--- config.mk ---
export PLATFORM = sky130hd
export DESIGN_NAME = multicycle_accum
export DESIGN_NICKNAME = d
export VERILOG_FILES = /design/src/rtl/multicycle_accum.sv
export SDC_FILE = /design/constraint.sdc
export NUM_CORES = 1
export LEC_CHECK = 0
export CAP_MARGIN = 0
export CORE_MARGIN = 5
export CORE_UTILIZATION = 30
export CTS_BUF_LIST = sky130_fd_sc_hd__clkbuf_16
export DETAILED_ROUTE_END_ITERATION = 10
export GPL_ROUTABILITY_DRIVEN = 0
export PLACE_DENSITY = 0.61
export SLEW_MARGIN = 10
export SYNTH_ARGS = -nofsm -noshare
export SYNTH_HDL_FRONTEND = slang
export SYNTH_SLANG_ARGS = --single-unit
export TNS_END_PERCENT = 10
--- constraint.sdc ---
create_clock -name clock -period 5.1 [get_ports clock]
set_input_delay 0.51 -clock clock [delete_from_list [all_inputs] [get_ports clock]]
set_output_delay 0.51 -clock clock [all_outputs]
set_load 0.005 [all_outputs]
--- src/rtl/multicycle_accum.sv ---
// ---------------------------------------------------------------------------
// multicycle_accum
//
// Multicycle signed add/subtract accumulator. An accepted start loads the
// accumulator with init_val and snapshots the operands and add/sub mask.
// The block then applies one operand per clock for NUM_OPS clocks. After
// that it presents the final value together with a sticky signed-overflow
// flag and raises a one-cycle done pulse.
//
// Parameters
//   WIDTH    : data width, two's-complement signed (>= 2)
//   NUM_OPS  : operands per operation (>= 1)
//   SATURATE : 0 = wrap modulo 2^WIDTH, 1 = clamp each step to max/min
//
// Ports
//   clock    : rising-edge clock
//   reset    : synchronous, active-high; aborts any operation in flight
//   start    : request a new operation (honoured only in IDLE or DONE)
//   init_val : starting accumulator value, captured on accepted start
//   ops      : flattened operands, operand i = ops[i*WIDTH +: WIDTH]
//   op_mask  : bit i = 1 adds operand i, 0 subtracts it
//   busy     : high while accumulating
//   done     : one-cycle pulse when result/overflow are updated
//   result   : final value of the last completed operation
//   overflow : some step of the last completed operation overflowed
// ---------------------------------------------------------------------------
module multicycle_accum #(
  parameter int WIDTH    = 8,
  parameter int NUM_OPS  = 3,
  parameter int SATURATE = 0
) (
  input  logic                     clock,
  input  logic                     reset,
  input  logic                     start,
  input  logic [WIDTH-1:0]         init_val,
  input  logic [NUM_OPS*WIDTH-1:0] ops,
  input  logic [NUM_OPS-1:0]       op_mask,
  output logic                     busy,
  output logic                     done,
  output logic [WIDTH-1:0]         result,
  output logic                     overflow
);

  localparam int IDX_W = (NUM_OPS > 1) ? $clog2(NUM_OPS) : 1;
  localparam logic [IDX_W-1:0] LAST_IDX = IDX_W'(NUM_OPS - 1);

  localparam logic [1:0] S_IDLE  = 2'd0;
  localparam logic [1:0] S_ACCUM = 2'd1;
  localparam logic [1:0] S_DONE  = 2'd2;

  localparam logic [WIDTH-1:0] SAT_MAX = {1'b0, {(WIDTH-1){1'b1}}};
  localparam logic [WIDTH-1:0] SAT_MIN = {1'b1, {(WIDTH-1){1'b0}}};

  logic [1:0]               state;
  logic [WIDTH-1:0]         acc;
  logic [NUM_OPS*WIDTH-1:0] ops_q;
  logic [NUM_OPS-1:0]       mask_q;
  logic [IDX_W-1:0]         idx;
  logic                     ovf_acc;

  logic [WIDTH-1:0] cur_op;
  logic             cur_add;
  logic [WIDTH:0]   sum_ext;
  logic             step_ovf;
  logic [WIDTH-1:0] step_val;

  // One accumulation step. The operand is picked with a compare-per-slot
  // mux so that no out-of-range part-select is ever formed when NUM_OPS is
  // not a power of two. The sum is formed one bit wider than the data. The
  // two top bits of that wider sum disagree exactly when the signed result
  // does not fit in WIDTH bits. Bit WIDTH is the true sign, so it tells us
  // which rail to clamp to.
  always_comb begin
    cur_op  = '0;
    cur_add = 1'b0;
    for (int i = 0; i < NUM_OPS; i++) begin
      if (idx == i[IDX_W-1:0]) begin
        cur_op  = ops_q[i*WIDTH +: WIDTH];
        cur_add = mask_q[i];
      end
    end

    if (cur_add) begin
      sum_ext = {acc[WIDTH-1], acc} + {cur_op[WIDTH-1], cur_op};
    end else begin
      sum_ext = {acc[WIDTH-1], acc} - {cur_op[WIDTH-1], cur_op};
    end

    step_ovf = sum_ext[WIDTH] ^ sum_ext[WIDTH-1];
    step_val = sum_ext[WIDTH-1:0];
    if ((SATURATE != 0) && step_ovf) begin
      step_val = sum_ext[WIDTH] ? SAT_MIN : SAT_MAX;
    end
  end

  // Control and datapath registers. busy and done are kept as their own
  // flops, so every output comes straight from a register. A start seen in
  // DONE is treated exactly like one seen in IDLE, which allows
  // back-to-back operations. result and overflow are written only on the
  // final step, so they hold steady between completions.
  always_ff @(posedge clock) begin
    if (reset) begin
      state    <= S_IDLE;
      acc      <= '0;
      ops_q    <= '0;
      mask_q   <= '0;
      idx      <= '0;
      ovf_acc  <= 1'b0;
      result   <= '0;
      overflow <= 1'b0;
      busy     <= 1'b0;
      done     <= 1'b0;
    end else begin
      case (state)
        S_IDLE, S_DONE: begin
          if (start) begin
            acc     <= init_val;
            ops_q   <= ops;
            mask_q  <= op_mask;
            idx     <= '0;
            ovf_acc <= 1'b0;
            state   <= S_ACCUM;
            busy    <= 1'b1;
            done    <= 1'b0;
          end else begin
            state <= S_IDLE;
            busy  <= 1'b0;
            done  <= 1'b0;
          end
        end

        S_ACCUM: begin
          acc     <= step_val;
          ovf_acc <= ovf_acc | step_ovf;
          idx     <= idx + 1'b1;
          if (idx == LAST_IDX) begin
            state    <= S_DONE;
            result   <= step_val;
            overflow <= ovf_acc | step_ovf;
            busy     <= 1'b0;
            done     <= 1'b1;
          end else begin
            busy <= 1'b1;
            done <= 1'b0;
          end
        end

        default: begin
          state <= S_IDLE;
          busy  <= 1'b0;
          done  <= 1'b0;
        end
      endcase
    end
  end

endmodule

After elaboration in Yosys (flattened, before gate mapping):

Cells that the tools add are included.

* flip-flop bits (word level): 51
* input bits: 38
* output and inout bits: 11
* word-level logic and storage cells: 50

* $add $sub $neg: 3
* equality and inequality tests: 6
* multiplexer cells: 20
* bitwise gates (word level): 3
* reduce and logical (&&, ||, !) cells: 8

Operators by type and width (number)
* $mux 8: 4
* $pmux 8 s2: 1
* $add 8x8->9: 1
* $mux 9: 1
* $sub 8x8->9: 1
* $mux 1: 8
* $pmux 2 s2: 2
* $reduce_and 2->1: 3
* $eq 2x1->1 const B: 2
* $eq 2x2->1 const B: 2
* $logic_not 2->1: 2
* $mux 2: 2
* $ne 2x2->1 const B: 2
* $pmux 1 s2: 2
* $reduce_or 2->1: 2
* $add 2x1->2 const B: 1
* $reduce_bool 2->1: 1
* $not 1->1: 1
* $or 1x1->1: 1
* $xor 1x1->1: 1

Depth between registers and ports, before layout:

Gate-level depths: netlist of the first run.

* word-level depth: 9
* depth in mapped cells: 20
* depth with buffers taken out: 19

Worst setup path before layout of the first run:

No wires, ideal clock.

* kind: reg2reg
* start: reg idx[1]
* end: reg overflow
* library setup time: 0.080 ns
* arrival time: 3.565 ns
* data required time: 5.020 ns
* setup slack: 1.455 ns
* cell stages (with the launch flop): 20
* buffers on the path: 2
* clock period less this slack: 3.645 ns
* cells stage by stage: dfxtp_1 > inv_1 > ha_1 > buf_6 > buf_6 > nor2_1 > a21oi_1 > o21ai_0 > inv_1 > ha_1 > and3b_1 > a41oi_1 > o21ai_0 > xnor2_1 > ha_1 > o21ai_0 > a31oi_1 > xor2_1 > xnor3_1 > a211oi_2

* word-level cells in the longest chain between the ends: 8
* elaborated cells on any way between the ends: 15
* those cells by class: add/sub (2); eq/ne (2); mux (7); bitwise (2); reduce/logical (2)

RTL lines
* start: declaration: RTL line 58 `logic [IDX_W-1:0] idx;`
* start signal: assignment: RTL line 135 `idx <= idx + 1'b1;`
* $logic_not 2->1: RTL line 77 `if (idx == i[IDX_W-1:0]) begin`
* $mux 8 (3 in series): RTL line 77
* $sub 8x8->9 / $add 8x8->9 (equally long branches): RTL line 86, 84
* $mux 9: RTL line 83 `if (cur_add) begin`
* $xor 1x1->1: RTL line 89 `step_ovf = sum_ext[WIDTH] ^ sum_ext[WIDTH-1];`
* $or 1x1->1: RTL line 139 `overflow <= ovf_acc | step_ovf;`
* end signal: assignment: RTL line 139
* end: declaration: RTL line 41 `output logic overflow`

Several ways; a longest one is shown, not always the timed one.
A chain may end at the register's enable or synchronous reset.

Worst setup path after layout of the first run:

* start: reg idx[0]
* end: reg overflow

Same word-level chain as after synthesis.

==> impl_metrics.tcl, run 1 <==
set metrics [dict create \
    status "finished, final reports clean" \
    drv_slew 0 \
    die_area_um2 10700 \
    finalSetupViolCount 0 \
    via_count 2337 \
    final_cell_area_um2 3290 \
    die_w_um 103 \
    rows 34 \
    slew_headroom 0.388 \
    drv_cap 0 \
    crit_chain "inv_1 -> ha_1 -> nand2_1 -> nor2_1 -> a21oi_1 -> o21ai_0 -> inv_1 -> ha_1 -> and3b_1 -> a41oi_1 -> o21ai_0 -> xnor2_1 -> ha_1 -> o21ai_0 -> a31oi_1 -> xor2_1 -> xnor3_1 -> a211oi_2" \
    post_cts_resized 0 \
    worst_ep_arrival_time_ns 4.32 \
    antenna_found_initial 0 \
    setup_tns_ns 0 \
    synth-compound-area-share 0.206 \
    cts_htree_levels 2 \
    syn-num-nets 386 \
    final_hold_viol_count 0 \
    ys_ff_latch 51 \
    yosysWarnings 0 \
    seqPwrFrac 0.400 \
    p_leak_nw 1.26 \
    timing.final.crit_share 0.805 \
    fp.coreArea_um2 8640 \
    crit_path_start "idx[0]" \
    cts_tree "done" \
    async_reset_ff_frac 0 \
    grt_pass1_wl_mm 10.8 \
    grt_max_degree 53 \
    worst_pin_slew_ns 0.918 \
    first_iter_violations 141 \
    powerDensity_nw_per_um2 339 \
    synth-xor-area-share 0.0521 \
    yosys.area_share.adder 0.0697 \
    nNetsFinal 423 \
    wire_per_inst_um 13.5 \
    final_cell_mix "nand2_1, a21oi_1, dfxtp_1" \
    syn2layout_area_growth_pct 25.7 \
    root_buffer "clkbuf_16" \
    insertion_delay_ns 0.29 \
    rsz0062_at_grt "no" \
    finalCriticalPeriod_ns 4.11 \
    yosys.cell_types.count 43 \
    synth_area_per_cell_um2 7.84 \
    cts_buffer_depth 2 \
    clkTransAtPathRegs_ns 0.07 \
    power_frac_comb 0.310 \
    antenna_cells 0 \
    cts_buffers 5 \
    drcViolationCount 0 \
    p_clk_frac 0.291 \
    critPathSlowestCell "xnor3_1" \
    crit_path_start_kind "flop" \
    r2r-start "idx[0]" \
    track_usage 0.127 \
    cts_setup_buffers 0 \
    synth_mux_area_frac 0 \
    synth_top_family_by_area "simple AND/OR/NAND/NOR gates" \
    drt_pass1_iterations 4 \
    fmaxAchievable_mhz 244 \
    fin_skew_ns 0.00545 \
    final_util 0.381 \
    worstHoldStart "result[1]" \
    critPathCaptureType "flop" \
    worst-setup-path-type "reg2reg" \
    grt_overflow_total 0 \
    ant_nets 0 \
    ioPinCount 49 \
    yosys.area_share.simple 0.239 \
    vias_per_cell 4.87 \
    hold_path_class "reg2reg" \
    portBuffers 48 \
    required_ns 5.31 \
    max_stage_delay_ns 0.49 \
    drt-total-wl_mm 6.48 \
    syn_area_um2 2620 \
    cts_hold_buf 0 \
    internal-power_uw 774 \
    synthCells 334 \
    synth-edff-count 0 \
    placed_cell_area_um2 3150 \
    die_h_um 103 \
    ys.flop_type "dfxtp_1" \
    ys_seq_area_frac 0.390 \
    crit_fanout 9 \
    start_util 0.303 \
    drive_above_1_share 0.0511 \
    ir_drop_mv 0.154 \
    switching_share 0.308 \
    power.net_switching_uw 344 \
    cts_sinks 51 \
    mostFrequentLayoutCell "nand2_1" \
    dp_hpwl_mm 4.66 \
    first_global_vias 2309 \
]
-- worst paths after layout --
check                            endpoint  slack, ns  cells after the start
worst max-delay path             overflow       0.99                     18
worst min-delay path            result[1]       0.45                      2
worst max register to register   overflow       0.99                     18
worst min register to register  result[1]       0.45                      2
-- state kept, by name, summed over array words and instances (netlist names) --
signal / cells
done: 1
busy: 1
state: 2
overflow: 1
result: 8
ovf_acc: 1
ops_q: 24
acc: 8
idx: 2
mask_q: 3
-- cell type report --
cell class | instances | area (µm²)
Sequential cell | 51 | 1020
Inverter | 6 | 22.5
Tap cell | 108 | 135
Timing Repair Buffer | 49 | 483
Multi-Input combinational cell | 258 | 1490
Clock buffer | 5 | 125
Fill cell | 917 | 5340
Clock inverter | 3 | 16.3
-- cell usage after synthesis (all sizes together) (3+ instances only) --
cell      n  area (µm²)
nand2    88         330
a21oi    53         269
dfxtp    51        1020
nor2     30         113
clkbuf   15        56.3
ha       13         163
xnor2     9        78.8
nand3b    8        72.6
inv       6        22.5
o21ai     6        30.0
a21o      4        30.0
a22oi     4        30.0
a2bb2oi   4        35.0
a311oi    4        35.0
buf       4        35.0
xor2      4        35.0
a211oi    3        27.5
nor2b     3        18.8
nor3      3        15.0
-- metrics by stage --
stage	setup slack (ns)	hold slack, ns	instances	power, mW
final	0.995	0.453	480	1.12
after global routing	0.573	0.473	480	1.19
after CTS	0.971	0.457	480	1.13
after detailed placement	1.07	0.448	472	0.801
after global placement	1.20	0.445	472	0.793
after floorplan	1.46	0.436	334	0.718
-- per-layer routing --
metal | routed length [µm] | vias to the layer above | GRT usage
met4 | 91 | 0 | 0.0448
li1 | - | 1213 | -
met3 | 320 | 4 | 0.0201
met2 | 3040 | 52 | 0.206
met1 | 3030 | 1068 | 0.172
met5 | 0 | - | 0
-- critical path, delay by kind of cell, from the launching register on --
family / cells / cell delay [ns]
compound gates: 7 / 1.27
fa+ha+maj: 3 / 0.94
xor+xnor: 3 / 0.92
simple gates: 3 / 0.41
flops: 1 / 0.34
buf+inv: 2 / 0.16
-- power groups by stage --
stage | Clock [mW] | Combinational (mW) | Sequential [mW]
2_1_floorplan | 0 | 0.268 | 0.449
3_3_place_gp | 0 | 0.338 | 0.456
3_5_place_dp | 0 | 0.345 | 0.456
4_1_cts | 0.333 | 0.348 | 0.447
5_1_grt | 0.349 | 0.388 | 0.450
6_report | 0.325 | 0.346 | 0.447
-- kinds of logic after synthesis --
logic type	count (synthesis)
adders and majority gates	14
buffers and inverters	25
DFF	51
xor gates and xnor gates	14
AOI/OAI and AO/OA	87
and+or+nand+nor	143
No activity file was read; power rests on OpenSTA's default activity.
==> run 2: changes to the inputs <==
--- a/config.mk
+++ b/config.mk
@@ -11,7 +11,7 @@
 export CTS_BUF_LIST = sky130_fd_sc_hd__clkbuf_16
 export DETAILED_ROUTE_END_ITERATION = 10
 export GPL_ROUTABILITY_DRIVEN = 0
-export PLACE_DENSITY = 0.61
+export PLACE_DENSITY = 0.63
 export SLEW_MARGIN = 10
 export SYNTH_ARGS = -nofsm -noshare
 export SYNTH_HDL_FRONTEND = slang
==> constraint.sdc (replaced) <==
create_clock -name clock -period 3.7 [get_ports clock]
set_input_delay 0.37 -clock clock [delete_from_list [all_inputs] [get_ports clock]]
set_output_delay 0.37 -clock clock [all_outputs]
set_load 0.005 [all_outputs]
==> impl_metrics.tcl, run 2 (synthesis gave the netlist of run 1 again) <==
set metrics [dict create \
    status "finished, final reports clean" \
    required_ns 3.91 \
    syn2layout_area_growth_pct 37.2 \
    portBuffers 48 \
    hold_path_class "reg2reg" \
    p_leak_nw 1.37 \
    drt-total-wl_mm 7.18 \
    worstHoldStart "result[4]" \
    final_cell_mix "nand2_1, dfxtp_1, a21oi_1" \
    regArea_um2 1030 \
    drv_cap 0 \
    wire_per_inst_um 14.5 \
    die_w_um 103 \
    clkTransAtPathRegs_ns 0.07 \
    grt_overflow_total 0 \
    drt_pass1_iterations 4 \
    drv_slew 0 \
    cts_buffer_depth 2 \
    grt_max_degree 53 \
    timing.final.crit_share 0.979 \
    finalSetupViolCount 0 \
    final_cell_area_um2 3600 \
    root_buffer "clkbuf_16" \
    first_global_vias 2372 \
    largest_register_ffs 24 \
    multi_input_area_um2 1660 \
    ioPinCount 49 \
    via_count 2425 \
    cts_htree_levels 2 \
    first_iter_violations 162 \
    placed_cell_area_um2 3200 \
    dp_hpwl_mm 4.88 \
    cts_tree "done" \
    fp.coreArea_um2 8640 \
    fin_skew_ns 0.00760 \
    layout_setup_ws_ns 0.0772 \
    fill_cells 842 \
    r2r-start "idx[0]" \
    cts_buffers 5 \
    timing.hold.ws_ns 0.455 \
    drive_above_1_share 0.168 \
    die_area_um2 10700 \
    rsz0062_at_grt "yes" \
    slew_headroom 0.353 \
    worst_pin_slew_ns 0.971 \
    top_regs "ops_q (24), acc (8), result (8)" \
    antenna_cells 0 \
    placed_cells 479 \
    critPathCaptureType "flop" \
    worst_ep_arrival_time_ns 3.83 \
    drcViolationCount 0 \
    ir_drop_mv 0.204 \
    largest-register "ops_q" \
    insertion_delay_ns 0.29 \
    ant_nets 0 \
    crit_fanout 4 \
    grt_pass1_wl_mm 11.1 \
    antenna_found_initial 0 \
    cts_hold_buf 0 \
    total_power_mw 1.68 \
    worst-setup-path-type "reg2reg" \
    finalCriticalPeriod_ns 3.62 \
    vias_per_cell 4.91 \
    die_h_um 103 \
    rows 34 \
    cts_sinks 51 \
    post-place-ws_ns -0.0341 \
    powerDensity_nw_per_um2 468 \
    crit_path_start_kind "flop" \
    track_usage 0.131 \
    mostFrequentLayoutCell "nand2_1" \
    nNetsFinal 437 \
    start_util 0.303 \
    crit_path_start "idx[0]" \
    final_hold_viol_count 0 \
    fmaxAchievable_mhz 276 \
    instances_no_fill 494 \
]
## run 2: cell types whose count changed in the layout (fill, tap and decap cells not counted), moves of 3 or more
cell     before  now
a21oi_2       1    5
buf_4         1   14
inv_1         6    2
a21oi_1      52   48
nand2_1      88   85
ha_4          0    5
o21ai_0       6    2
ha_1         13    8
## run 2: through the flow
step	util	TNS (ns)
2_1_floorplan	-	0
3_3_place_gp	0.371	0
3_5_place_dp	0.371	-0.0439
4_1_cts	0.387	0
5_1_grt	0.416	-0.273
6_report	0.416	0
## run 2: critical path: stages, from the launching register on
cell	delay (ns)
dfxtp_4	0.38
inv_4	0.05
ha_4	0.16
nand2_2	0.07
nor2_2	0.04
a21oi_2	0.15
o21ai_2	0.09
inv_2	0.07
ha_4	0.14
and3b_1	0.18
a41oi_2	0.05
or4_4	0.56
nand2_4	0.10
xnor2_4	0.10
ha_4	0.29
a21oi_2	0.05
a31oi_2	0.16
xor2_1	0.21
xnor3_1	0.47
o31ai_2	0.22
## run 2: timing repair
item,4_1_cts,5_1_grt
endpoints found under the setup margin,2,6
resized for setup,2,45
pin swaps,1,19
buffers inserted,0,7
## run 2: worst paths after layout
| path | endpoint | slack, ns | depth (start not counted) |
|---|---|---|---|
| max | ovf_acc | 0.08 | 19 |
| min | result[4] | 0.45 | 2 |
| max reg2reg | ovf_acc | 0.08 | 19 |
| min reg2reg | result[4] | 0.45 | 2 |
## run 2: power breakdown
group	switching, mW	internal [mW]
Combinational	0.301	0.316
Sequential	0.0313	0.588
Clock	0.199	0.247
## run 2: per-layer routing
| metal | GRT usage | wire length, µm |
|---|---|---|
| met2 | 0.218 | 3350 |
| met1 | 0.169 | 3380 |
| met5 | 0 | 0 |
| met3 | 0.0255 | 358 |
| met4 | 0.0478 | 98 |
## run 2: final cells by class
class,instances,area share
Multi-Input combinational cell,258,0.462
Sequential cell,51,0.286
Timing Repair Buffer,63,0.167
Tap cell,108,0.0376
Clock buffer,5,0.0348
Inverter,6,0.00765
Clock inverter,3,0.00452
==> run 3: changes to the inputs <==
--- a/config.mk
+++ b/config.mk
@@ -12,6 +12,7 @@
 export DETAILED_ROUTE_END_ITERATION = 10
 export GPL_ROUTABILITY_DRIVEN = 0
 export PLACE_DENSITY = 0.63
+export SETUP_SLACK_MARGIN = 0.05
 export SLEW_MARGIN = 10
 export SYNTH_ARGS = -nofsm -noshare
 export SYNTH_HDL_FRONTEND = slang
==> impl_metrics.tcl, run 3 (synthesis gave the netlist of run 1 again) <==
set metrics [dict create \
    crit_chain "inv_4 -> ha_4 -> nand2_2 -> nor2_2 -> a21oi_2 -> o21ai_2 -> inv_2 -> ha_4 -> and3b_1 -> a41oi_2 -> or4_4 -> nand2_4 -> xnor2_4 -> ha_4 -> a21oi_2 -> a31oi_2 -> xor2_1 -> xnor3_1 -> o31ai_2" \
    power.net_switching_uw 526 \
    grt_util_met3 0.0255 \
    met1_usage 0.169 \
    drt-total-wl_mm 7.25 \
    ir_drop_mv 0.209 \
    largest-register "ops_q" \
    drv_cap 0 \
    crit_fanout 4 \
    insertion_delay_ns 0.29 \
    portBuffers 48 \
    worst_ep_arrival_time_ns 3.85 \
    fin_skew_ns 0.00861 \
    final_cell_mix "nand2_1, dfxtp_1, a21oi_1" \
    busiest_layer "met2" \
    antenna_found_initial 0 \
    largest_register_ffs 24 \
    crit_family "simple AND/OR/NAND/NOR gates" \
    cts_sinks 51 \
    timing.hold.ws_ns 0.454 \
    cts_buffers 5 \
    crit_top_cell "ha_4" \
    instances_no_fill 493 \
    crit_path_start_kind "flop" \
    drv_slew 0 \
    ant_nets 0 \
    slew_headroom 0.344 \
    p_clk_frac 0.264 \
    crit_buf_inv 2 \
    rsz0062_at_grt "yes" \
    timing.final.crit_share 0.984 \
    critPathSlowestCell "or4_4" \
    use_met2 0.218 \
    top_regs "ops_q (24), acc (8), result (8)" \
    status "finished, final reports clean" \
    antenna_cells 0 \
    placed_cells 479 \
    power_frac_comb 0.367 \
    seqPwrFrac 0.370 \
    grt_pass1_wl_mm 11.1 \
    cts_tree "done" \
    final_hold_viol_count 0 \
    vias_per_cell 4.93 \
    first_iter_violations 170 \
    ioPinCount 49 \
    critPathCaptureType "flop" \
    syn2layout_area_growth_pct 36.2 \
    worst-setup-path-type "reg2reg" \
    cts_htree_levels 2 \
    root_buffer "clkbuf_16" \
    switching_share 0.314 \
    p_leak_nw 1.36 \
    rows 34 \
    finalSetupViolCount 0 \
    finalCriticalPeriod_ns 3.64 \
    first_global_vias 2372 \
    hold_path_class "reg2reg" \
    track_usage 0.131 \
    grt_max_degree 53 \
    max_stage_delay_ns 0.53 \
    fmaxAchievable_mhz 275 \
    die_w_um 103 \
    internal-power_mw 1.15 \
    die_h_um 103 \
    fp.coreArea_um2 8640 \
    worst_pin_slew_ns 0.983 \
    clkTransAtPathRegs_ns 0.07 \
    mostFrequentLayoutCell "nand2_1" \
    drcViolationCount 0 \
    via_count 2429 \
    required_ns 3.90 \
    drive_above_1_share 0.164 \
    nNetsFinal 436 \
    start_util 0.303 \
    die_area_um2 10700 \
    powerDensity_nw_per_um2 470 \
    wire_per_inst_um 14.7 \
    dp_hpwl_mm 4.88 \
    drt_pass1_iterations 4 \
    cts_buffer_depth 2 \
    grt_overflow_total 0 \
]
==> run 3: changes by cell type in the layout (fill, tap and decap cells not counted), sizes merged <==
cell | previous run | this run
buf | 16 | 15
==> run 3: final timing paths <==
| kind | startpoint | end | cells past startpoint | slack, ns |
|---|---|---|---|---|
| min | result[4] | result[4] | 2 | 0.45 |
| max reg2reg | idx[0] | ovf_acc | 19 | 0.06 |
| min reg2reg | result[4] | result[4] | 2 | 0.45 |
| max | idx[0] | ovf_acc | 19 | 0.06 |
==> run 3: what timing repair did <==
action	4_1_cts	5_1_grt
resized for setup	4	41
buffers inserted	0	6
hold buffers	0	0
endpoints found under the hold margin	0	0
endpoints found under the setup margin	2	7
pin swaps	2	18
==> run 3: area by class of cell <==
type                       instances  area, µm²
multi-input combinational        258       1660
inverter                           6       25.0
clock inverter                     3       16.3
timing repair buffer              62        581
clock buffer                       5        125
tap                              108        135
sequential                        51       1030
fill                             842       5070
==> run 3: layer usage <==
metal	vias to the layer above	part of all wire	wire, µm
li1	1241	-	-
met1	1114	0.46	3350
met2	59	0.46	3310
met3	15	0.059	428
met4	0	0.022	157
met5	-	0	0
==> run 3: power by group through the flow <==
stage,Combinational [mW],Clock [mW],Sequential (mW)
finish,0.615,0.442,0.620
global route,0.676,0.480,0.623
CTS,0.495,0.455,0.617
detailed placement,0.499,0,0.628
global placement,0.489,0,0.627
floorplan,0.370,0,0.619
==> run 3: tightest hold or removal path, cell delays in order, from the launching register on <==
cell     delay, ns
dfxtp_1       0.31
nand2_1       0.05
a21oi_1       0.05
==> run 3: per-stage QoR <==
step / utilization / power [mW] / cell area [µm²] / setup WS [ns] / TNS [ns]
6_report: 0.413 / 1.68 / 3570 / 0.0590 / 0
5_1_grt: 0.413 / 1.78 / 3570 / -0.183 / -0.297
4_1_cts: 0.388 / 1.57 / 3350 / 0.0787 / 0
3_5_place_dp: 0.371 / 1.13 / 3200 / -0.0341 / -0.0439
3_3_place_gp: 0.371 / 1.12 / 3200 / 0.107 / 0
2_1_floorplan: - / 0.989 / 2620 / 0.0554 / 0
